## config.mk

```make
export PLATFORM = sky130hd
export DESIGN_NAME = plt_cfg_loader
export DESIGN_NICKNAME = d
export VERILOG_FILES = /design/src/rtl/plt_cfg_loader.sv
export SDC_FILE = /design/constraint.sdc
export NUM_CORES = 1
export LEC_CHECK = 0
export ABC_AREA = 0
export BUFFER_PORTS_ARGS = -buffer_cell sky130_fd_sc_hd__buf_2
export CORE_ASPECT_RATIO = 0.5
export CORE_MARGIN = 5
export CORE_UTILIZATION = 59
export DETAILED_ROUTE_END_ITERATION = 6
export GPL_ROUTABILITY_DRIVEN = 0
export GPL_TIMING_DRIVEN = 0
export PLACE_DENSITY = 0.89
export SETUP_SLACK_MARGIN = 0.2
export SKIP_LAST_GASP = 1
export SYNTH_ARGS = -nofsm -noshare
export SYNTH_HDL_FRONTEND = slang
export SYNTH_SLANG_ARGS = --single-unit
```

## constraint.sdc

```tcl
create_clock -name clk -period 3.6 [get_ports clk]
set_clock_uncertainty 0.2 [all_clocks]
set_input_delay 0.72 -clock clk [delete_from_list [all_inputs] [get_ports clk]]
set_output_delay 0.72 -clock clk [all_outputs]
set_load 0.02 [all_outputs]
```

## src/rtl/plt_cfg_loader.sv

```systemverilog
// plt_cfg_loader: writer side of the PLT configuration interface.
// Takes a parallel configuration word, shifts it LSB first into the PLT
// while the PLT is in configure mode, switches to test mode for two cycles,
// checks the PLT's scan_out against what was sent, then releases the PLT
// into usage mode and reports the result on done/error.
//
// Handshake: start is a one-cycle request. It is accepted only in IDLE or
// RUN; cfg_word is captured on that same edge. busy is high from acceptance
// until done. done is a one-cycle pulse. error is sticky until the next
// accepted start. A start in SHIFT or VERIFY is dropped, never queued.
module plt_cfg_loader #(
  parameter int N     = 8,
  parameter int CFG_W = 4 * (N - 1)
) (
  input  logic             clk,
  input  logic             clear_n,
  input  logic             start,
  input  logic [CFG_W-1:0] cfg_word,
  input  logic [CFG_W-1:0] scan_out,
  output logic [1:0]       mode,
  output logic             config_in,
  output logic             scan_enable,
  output logic             busy,
  output logic             done,
  output logic             error
);

  localparam int CW = $clog2(CFG_W + 1);
  localparam logic [CW-1:0] LAST_BIT = CW'(CFG_W - 1);

  localparam logic [1:0] MODE_CFG  = 2'b00;
  localparam logic [1:0] MODE_TEST = 2'b10;
  localparam logic [1:0] MODE_RUN  = 2'b01;

  typedef enum logic [1:0] {
    IDLE   = 2'd0,
    SHIFT  = 2'd1,
    VERIFY = 2'd2,
    RUN    = 2'd3
  } state_t;

  // state is left as a plain named register so checkers can bind to it
  state_t           state;
  logic [CFG_W-1:0] shift_reg;
  logic [CFG_W-1:0] shadow;
  logic [CW-1:0]    bit_cnt;
  logic             verify_second;

  // Single-process FSM: all outputs are registered alongside the state.
  always_ff @(posedge clk or negedge clear_n) begin
    if (!clear_n) begin
      state         <= IDLE;
      shift_reg     <= '0;
      shadow        <= '0;
      bit_cnt       <= '0;
      verify_second <= 1'b0;
      mode          <= MODE_CFG;
      config_in     <= 1'b0;
      scan_enable   <= 1'b0;
      busy          <= 1'b0;
      done          <= 1'b0;
      error         <= 1'b0;
    end else begin
      case (state)
        IDLE, RUN: begin
          // done is high for only the first RUN cycle
          done <= 1'b0;
          if (start) begin
            shift_reg     <= cfg_word;
            shadow        <= cfg_word;
            bit_cnt       <= '0;
            verify_second <= 1'b0;
            // bit 0 goes out in the very first SHIFT cycle
            config_in     <= cfg_word[0];
            mode          <= MODE_CFG;
            scan_enable   <= 1'b0;
            busy          <= 1'b1;
            error         <= 1'b0;
            state         <= SHIFT;
          end
        end

        SHIFT: begin
          shift_reg <= {1'b0, shift_reg[CFG_W-1:1]};
          bit_cnt   <= bit_cnt + CW'(1);
          if (bit_cnt == LAST_BIT) begin
            mode          <= MODE_TEST;
            scan_enable   <= 1'b1;
            config_in     <= 1'b0;
            verify_second <= 1'b0;
            state         <= VERIFY;
          end else begin
            // present the bit that becomes shift_reg[0] after this edge
            config_in <= shift_reg[1];
          end
        end

        VERIFY: begin
          if (!verify_second) begin
            // first cycle gives the scan chain time to settle
            verify_second <= 1'b1;
          end else begin
            error       <= (scan_out != shadow);
            done        <= 1'b1;
            mode        <= MODE_RUN;
            scan_enable <= 1'b0;
            busy        <= 1'b0;
            state       <= RUN;
          end
        end

        default: state <= IDLE;
      endcase
    end
  end

endmodule

```

==> results.json, run 1 <==
{
  "busiest_layer": "met2",
  "power_mw": 4.18,
  "cp.required_ns": 3.61,
  "cp_cell_sequence": "inv_1, ha_1, buf_2, o21ai_2, buf_2, buf_4, nand2_1, o21ai_0",
  "drv_slew": 0,
  "worstSetupEndpointType": "flip-flop",
  "reg2reg_setup_slack_ns": 1.36,
  "htree_levels": 3,
  "worstSkewPairLatency_ns": 0.33,
  "setup_slack_ns": 1.36,
  "ant_nets": 0,
  "pwr-share-comb_pct": 41.7,
  "fp.dieW_um": 116,
  "intPower_mw": 2.59,
  "post-cts-setup-buffers": 0,
  "timing.rr.start": "state[0]",
  "grt_util_met2_pct": 40.1,
  "drive_gt1_share_pct": 35.3,
  "grt_util_met3_pct": 9.08,
  "avgRoutedWirePerCell_um": 19.4,
  "yosysTopAreaCell": "dfrtp_1",
  "hp-start": "shift_reg[15]",
  "seqCellArea_sq_um": 1730,
  "maxSlewHeadroom_pct": 43.1,
  "fill_cells": 338,
  "fmax_mhz": 447,
  "hold_path_class": "flip-flop to flip-flop",
  "synth_top_family_by_area": "multiplexers",
  "drt_iter0_markers": 160,
  "multi_input_area_sq_um": 1510,
  "slowest_stage": "dfrtp_1",
  "final_nets": 423,
  "std_cell_rows": 19,
  "global_route.usage.met1_pct": 30.2,
  "worstHoldPathCells": 2,
  "die_y_um": 63.2,
  "grt_max_degree": 70,
  "ys_ff_latch": 69,
  "worstHoldEndpoint": "shift_reg[15]",
  "grt_pass1_vias": 2815,
  "synth_top_area_share_pct": 51.7,
  "layout_common_cells": "buf_2 (73), dfrtp_1 (69), o21ai_0 (32), nand2_1 (31)",
  "netlist_area_sq_um": 3340,
  "rsz0062_at_grt": "no",
  "critPathTopFamily": "buffers and inverters",
  "synthSimpleGateAreaFrac_pct": 7.61,
  "avgSynthCellArea_sq_um": 11.7,
  "worst_pin_slew_ns": 0.854,
  "swShare_pct": 38.0,
  "numCtsBuffers": 9,
  "clkSinkCount": 69,
  "cts.clk_slew.worst_paths_ns": 0.06,
  "syn-num-nets": 348,
  "startpoint_type": "flip-flop",
  "grt_usage_pct": 25.0,
  "ys_seq_area_share_pct": 51.7,
  "synth_area_leaders": "dfrtp_1 (52%), mux2_2 (10%), mux2i_1 (9.0%), xor2_1 (7.3%), o21ai_0 (4.8%)",
  "grt_pass1_wl_um": 14000,
  "cts_tree": "built",
  "synthAdderAreaFrac_pct": 1.50,
  "ff2ff_path_depth": 8,
  "yosys_warnings": 0,
  "crit_fanout": 10,
  "io_buffers": 64,
  "cp.buffers_inverters": 4,
  "synth_cell_type_count": 31,
  "status": "complete, no violations",
  "critPathKind": "flip-flop to flip-flop",
  "diodes": 0,
  "peakVddDrop_uv": 576,
  "synth-xor-area-share_pct": 7.34,
  "maxCapViolCount": 0,
  "finalCritPeriodShare_pct": 62.2,
  "post-dp-hpwl_um": 5560,
  "r2r_end": "shift_reg[25]",
  "fin_area_sq_um": 4090,
  "switching_power_mw": 1.59,
  "vias": 2520,
  "final_common_cell": "buf_2",
  "cts_hold_buf": 0,
  "hold_viol_final": 0,
  "via_per_inst": 5.75,
  "ioPinCount": 66,
  "synthesis.instances": 285,
  "synth_compound_area_share_pct": 8.65,
  "initial_core_util_pct": 60.8,
  "core_sq_um": 5490,
  "final_util_pct": 74.6,
  "post-place-ws_ns": 1.41,
  "cts.path.max_buffers": 2,
  "finalSetupTns_ns": 0,
  "power_density_nw_per_um2": 1020,
  "synthToLayoutAreaGrowth_pct": 22.6,
  "finalWirelength_um": 8510,
  "placed_area_sq_um": 3750,
  "pwr-share-clk_pct": 24.2,
  "largest_reg_flops": 28,
  "power_frac_seq_pct": 34.1,
  "route.detailed.drc": 0,
  "critPathArrivalTime_ns": 2.25,
  "cts_root_buf": "clkbuf_16",
  "crit_path_max_incr_delay_ns": 0.40,
  "setup_violations": 0,
  "drtPass1Iterations": 5,
  "dieArea_sq_um": 7360,
  "cellLeakagePower_nw": 1.96,
  "grt-ovfl-total": 0,
  "path_common_cell": "buf_2",
  "synth_mux_area_share_pct": 20.0,
  "period_needed_ns": 2.24,
  "cts_resized": 0,
  "antenna_found_initial": 0
}
[worst min-delay path: cells and delay by family, from the launching register on]
family / cells / cell delay [ns]
DFF: 1 / 0.34
and+or+nand+nor: 1 / 0.05
AOI/OAI and AO/OA: 1 / 0.06
[kinds of logic after synthesis]
family,after synthesis
compound gates,47
xor+xnor,28
fa+ha+maj,4
mux,62
buf+inv,21
flops,69
simple gates,54
[power groups by stage]
| stage | combinational [mW] | sequential [mW] | clock [mW] |
|---|---|---|---|
| final | 1.74 | 1.43 | 1.01 |
| after global routing | 1.92 | 1.46 | 1.05 |
| after CTS | 1.74 | 1.42 | 1.01 |
| after detailed placement | 1.65 | 1.42 | 0 |
| after global placement | 1.55 | 1.38 | 0 |
| after floorplan | 1.24 | 1.37 | 0 |
[final cells by class]
class	instances	share of cell area (%)
inverters	5	0.458
plain buffers	16	2.14
clock inverters	6	2.72
well taps	73	2.23
flip-flops and latches	69	42.2
repair buffers	64	7.89
multi-input cells	195	36.8
clock buffers	10	5.59
[synthesized netlist by cell type]
cell type and number:
nor2_1 3, mux2_2 30, nand4_1 2, a21oi_1 4, nand2b_1 1, inv_1 5
nand2_2 1, and2_1 1, buf_4 4, nand4b_1 1, nand3_1 2, nor3_1 2
ha_1 4, a22o_1 4, nand2_1 31, xor2_1 28, o21ai_0 32, a32o_1 1
nor2b_1 2, mux2_4 2, buf_2 10, nor4_1 7, dfrtp_1 69, mux2i_1 30
o21ai_2 1, clkbuf_1 2, a21o_1 2, o21a_1 1, and2b_4 1, a31oi_1 1
a221oi_4 1
[metrics by stage]
step | hold slack [ns] | std cells
after CTS | 0.284 | 438
after floorplan | 0.224 | 285
after detailed placement | 0.271 | 422
after global placement | 0.262 | 422
after global routing | 0.305 | 438
final | 0.281 | 438
[worst max path at each step]
stage / startpoint / endpoint / slack (ns) / depth (start not counted)
after floorplan: state[0] / mode[0] / 1.60 / 6
after global placement: clear_n / shadow[1] / 1.34 / 1
after detailed placement: state[0] / shadow[3] / 1.41 / 6
after CTS: state[0] / shadow[0] / 1.39 / 6
after global routing: state[0] / shift_reg[25] / 1.25 / 8
final: state[0] / shift_reg[25] / 1.36 / 8
[layer usage]
| layer | part of all wire, % | routed length [um] |
|---|---|---|
| met1 | 40 | 3380 |
| met2 | 50 | 4280 |
| met3 | 6.5 | 556 |
| met4 | 3.4 | 289 |
| met5 | 0 | 0 |
Power figures use the tool's default switching activity.
==> run 2, diff against run 1 <==
- CORE_UTILIZATION: 59 -> 50
- PLACE_DENSITY: 0.89 -> 0.8
- clock period: 3.6 -> 1.89 ns (I/O delays scaled with it)
==> results.json, run 2 (synthesis results as in run 1) <==
{
  "status": "finished with violations",
  "failed_checks": "setup timing",
  "layout_common_cells": "dfrtp_1 (69), buf_2 (64), mux2_2 (30), mux2i_1 (30), xor2_1 (28)",
  "final_nets": 446,
  "numCtsBuffers": 9,
  "crit_path_max_incr_delay_ns": 0.40,
  "grt_pass1_vias": 2822,
  "rsz0062_at_grt": "yes",
  "cts_tree": "built",
  "drive_gt1_share_pct": 45.9,
  "avgRoutedWirePerCell_um": 21.1,
  "hold_path_class": "primary input to flip-flop",
  "fp.dieW_um": 126,
  "diodes": 0,
  "std_cell_rows": 21,
  "crit_fanout": 7,
  "largest_reg_flops": 28,
  "final_util_pct": 69.3,
  "grt-ovfl-total": 0,
  "power_density_nw_per_um2": 2120,
  "htree_levels": 3,
  "worstSkewPairLatency_ns": 0.34,
  "drtPass1Iterations": 4,
  "critPathArrivalTime_ns": 2.01,
  "holdWs_ns": 0.0915,
  "dieArea_sq_um": 8510,
  "ioPinCount": 66,
  "route.detailed.drc": 0,
  "maxSlewHeadroom_pct": 41.8,
  "cellLeakagePower_nw": 2.17,
  "peakVddDrop_uv": 809,
  "critPathKind": "flip-flop to flip-flop",
  "synthToLayoutAreaGrowth_pct": 36.9,
  "startpoint_type": "flip-flop",
  "antenna_found_initial": 0,
  "power_mw": 9.71,
  "slowest_stage": "dfrtp_1",
  "cts.clk_slew.worst_paths_ns": 0.05,
  "dp_cells": 441,
  "finalCritPeriodShare_pct": 105,
  "fmax_mhz": 504,
  "post-dp-hpwl_um": 5530,
  "worst_pin_slew_ns": 0.872,
  "cp_cell_sequence": "inv_2, ha_4, buf_8, buf_4, o21ai_4, buf_8, buf_6, nand2_1, o21ai_0",
  "final_common_cell": "dfrtp_1",
  "ant_nets": 0,
  "setup_slack_ns": -0.0922,
  "vias": 2689,
  "drv_slew": 0,
  "grt_pass1_wl_um": 14700,
  "grt_max_degree": 70,
  "finalWirelength_um": 10100,
  "cts.path.max_buffers": 2,
  "cp.required_ns": 1.92,
  "worstSetupEndpointType": "flip-flop",
  "period_needed_ns": 1.98,
  "core_sq_um": 6600,
  "clkSinkCount": 69,
  "via_per_inst": 5.63,
  "maxCapViolCount": 0,
  "hold_viol_final": 0,
  "io_buffers": 64,
  "die_y_um": 67.8,
  "drt_iter0_markers": 258,
  "final_cells": 478,
  "cts_root_buf": "clkbuf_16",
  "grt_usage_pct": 22.8,
  "path_common_cell": "buf_8",
  "setup_violations": 11,
  "initial_core_util_pct": 50.6
}
-- run 2: critical path, delay by kind of cell, from the launching register on --
family          cells  cell delay (ns)
buf+inv             5             0.68
flops               1             0.40
compound gates      2             0.30
fa+ha+maj           1             0.21
simple gates        1             0.09
-- run 2: path summary, 6_finish.rpt --
path	to	start	slack, ns	cells after the start
max	shift_reg[6]	state[0]	-0.09	9
min	shadow[15]	cfg_word[15]	0.09	2
max reg2reg	shift_reg[6]	state[0]	-0.09	9
min reg2reg	shift_reg[11]	shift_reg[11]	0.29	2
max in group asynchronous	shift_reg[13]	clear_n	0.37	2
min in group asynchronous	shadow[21]	clear_n	0.53	2
-- run 2: area by class of cell --
class                      instances  area, sq um
clock buffer                      13          280
multi-input combinational        195         1610
sequential                        69         1730
clock inverter                     1         5.00
buffer                            16          210
fill                             405         2020
inverter                           5         21.3
timing repair buffer              87          608
tap                               92          115
-- run 2: timing repair --
action	4_1_cts	5_1_grt
setup endpoints to repair	67	59
pin swaps	3	3
setup buffers	17	0
cloned	3	2
hold buffers	1	0
endpoints found under the hold margin	33	0
gates resized for setup	57	30
-- run 2: stage by stage --
stage	setup slack [ns]	instance area [sq um]	setup TNS, ns
global placement	-0.0700	3810	-1.88
finish	-0.0922	4570	-0.366
detailed placement	-0.122	3810	-3.99
global route	-0.129	4570	-1.93
CTS	0.00633	4460	0
floorplan	-0.0105	3370	-0.0210
-- run 2: power breakdown --
group / internal (mW) / switching, mW / leakage (nW)
clock: 1.01 / 0.615 / 0.144
combinational: 2.79 / 2.53 / 1.18
sequential: 2.21 / 0.549 / 0.841
-- run 2: routing by layer --
| metal | part of all wire (%) | GRT usage, % | wire length (um) | up-vias |
|---|---|---|---|---|
| met5 | 0 | 0 | 0 | - |
| met4 | 3.5 | 10.8 | 348 | 0 |
| met3 | 5.3 | 5.85 | 537 | 32 |
| met2 | 52 | 41.2 | 5240 | 107 |
| met1 | 39 | 26.2 | 3950 | 1351 |
| li1 | - | - | - | 1199 |
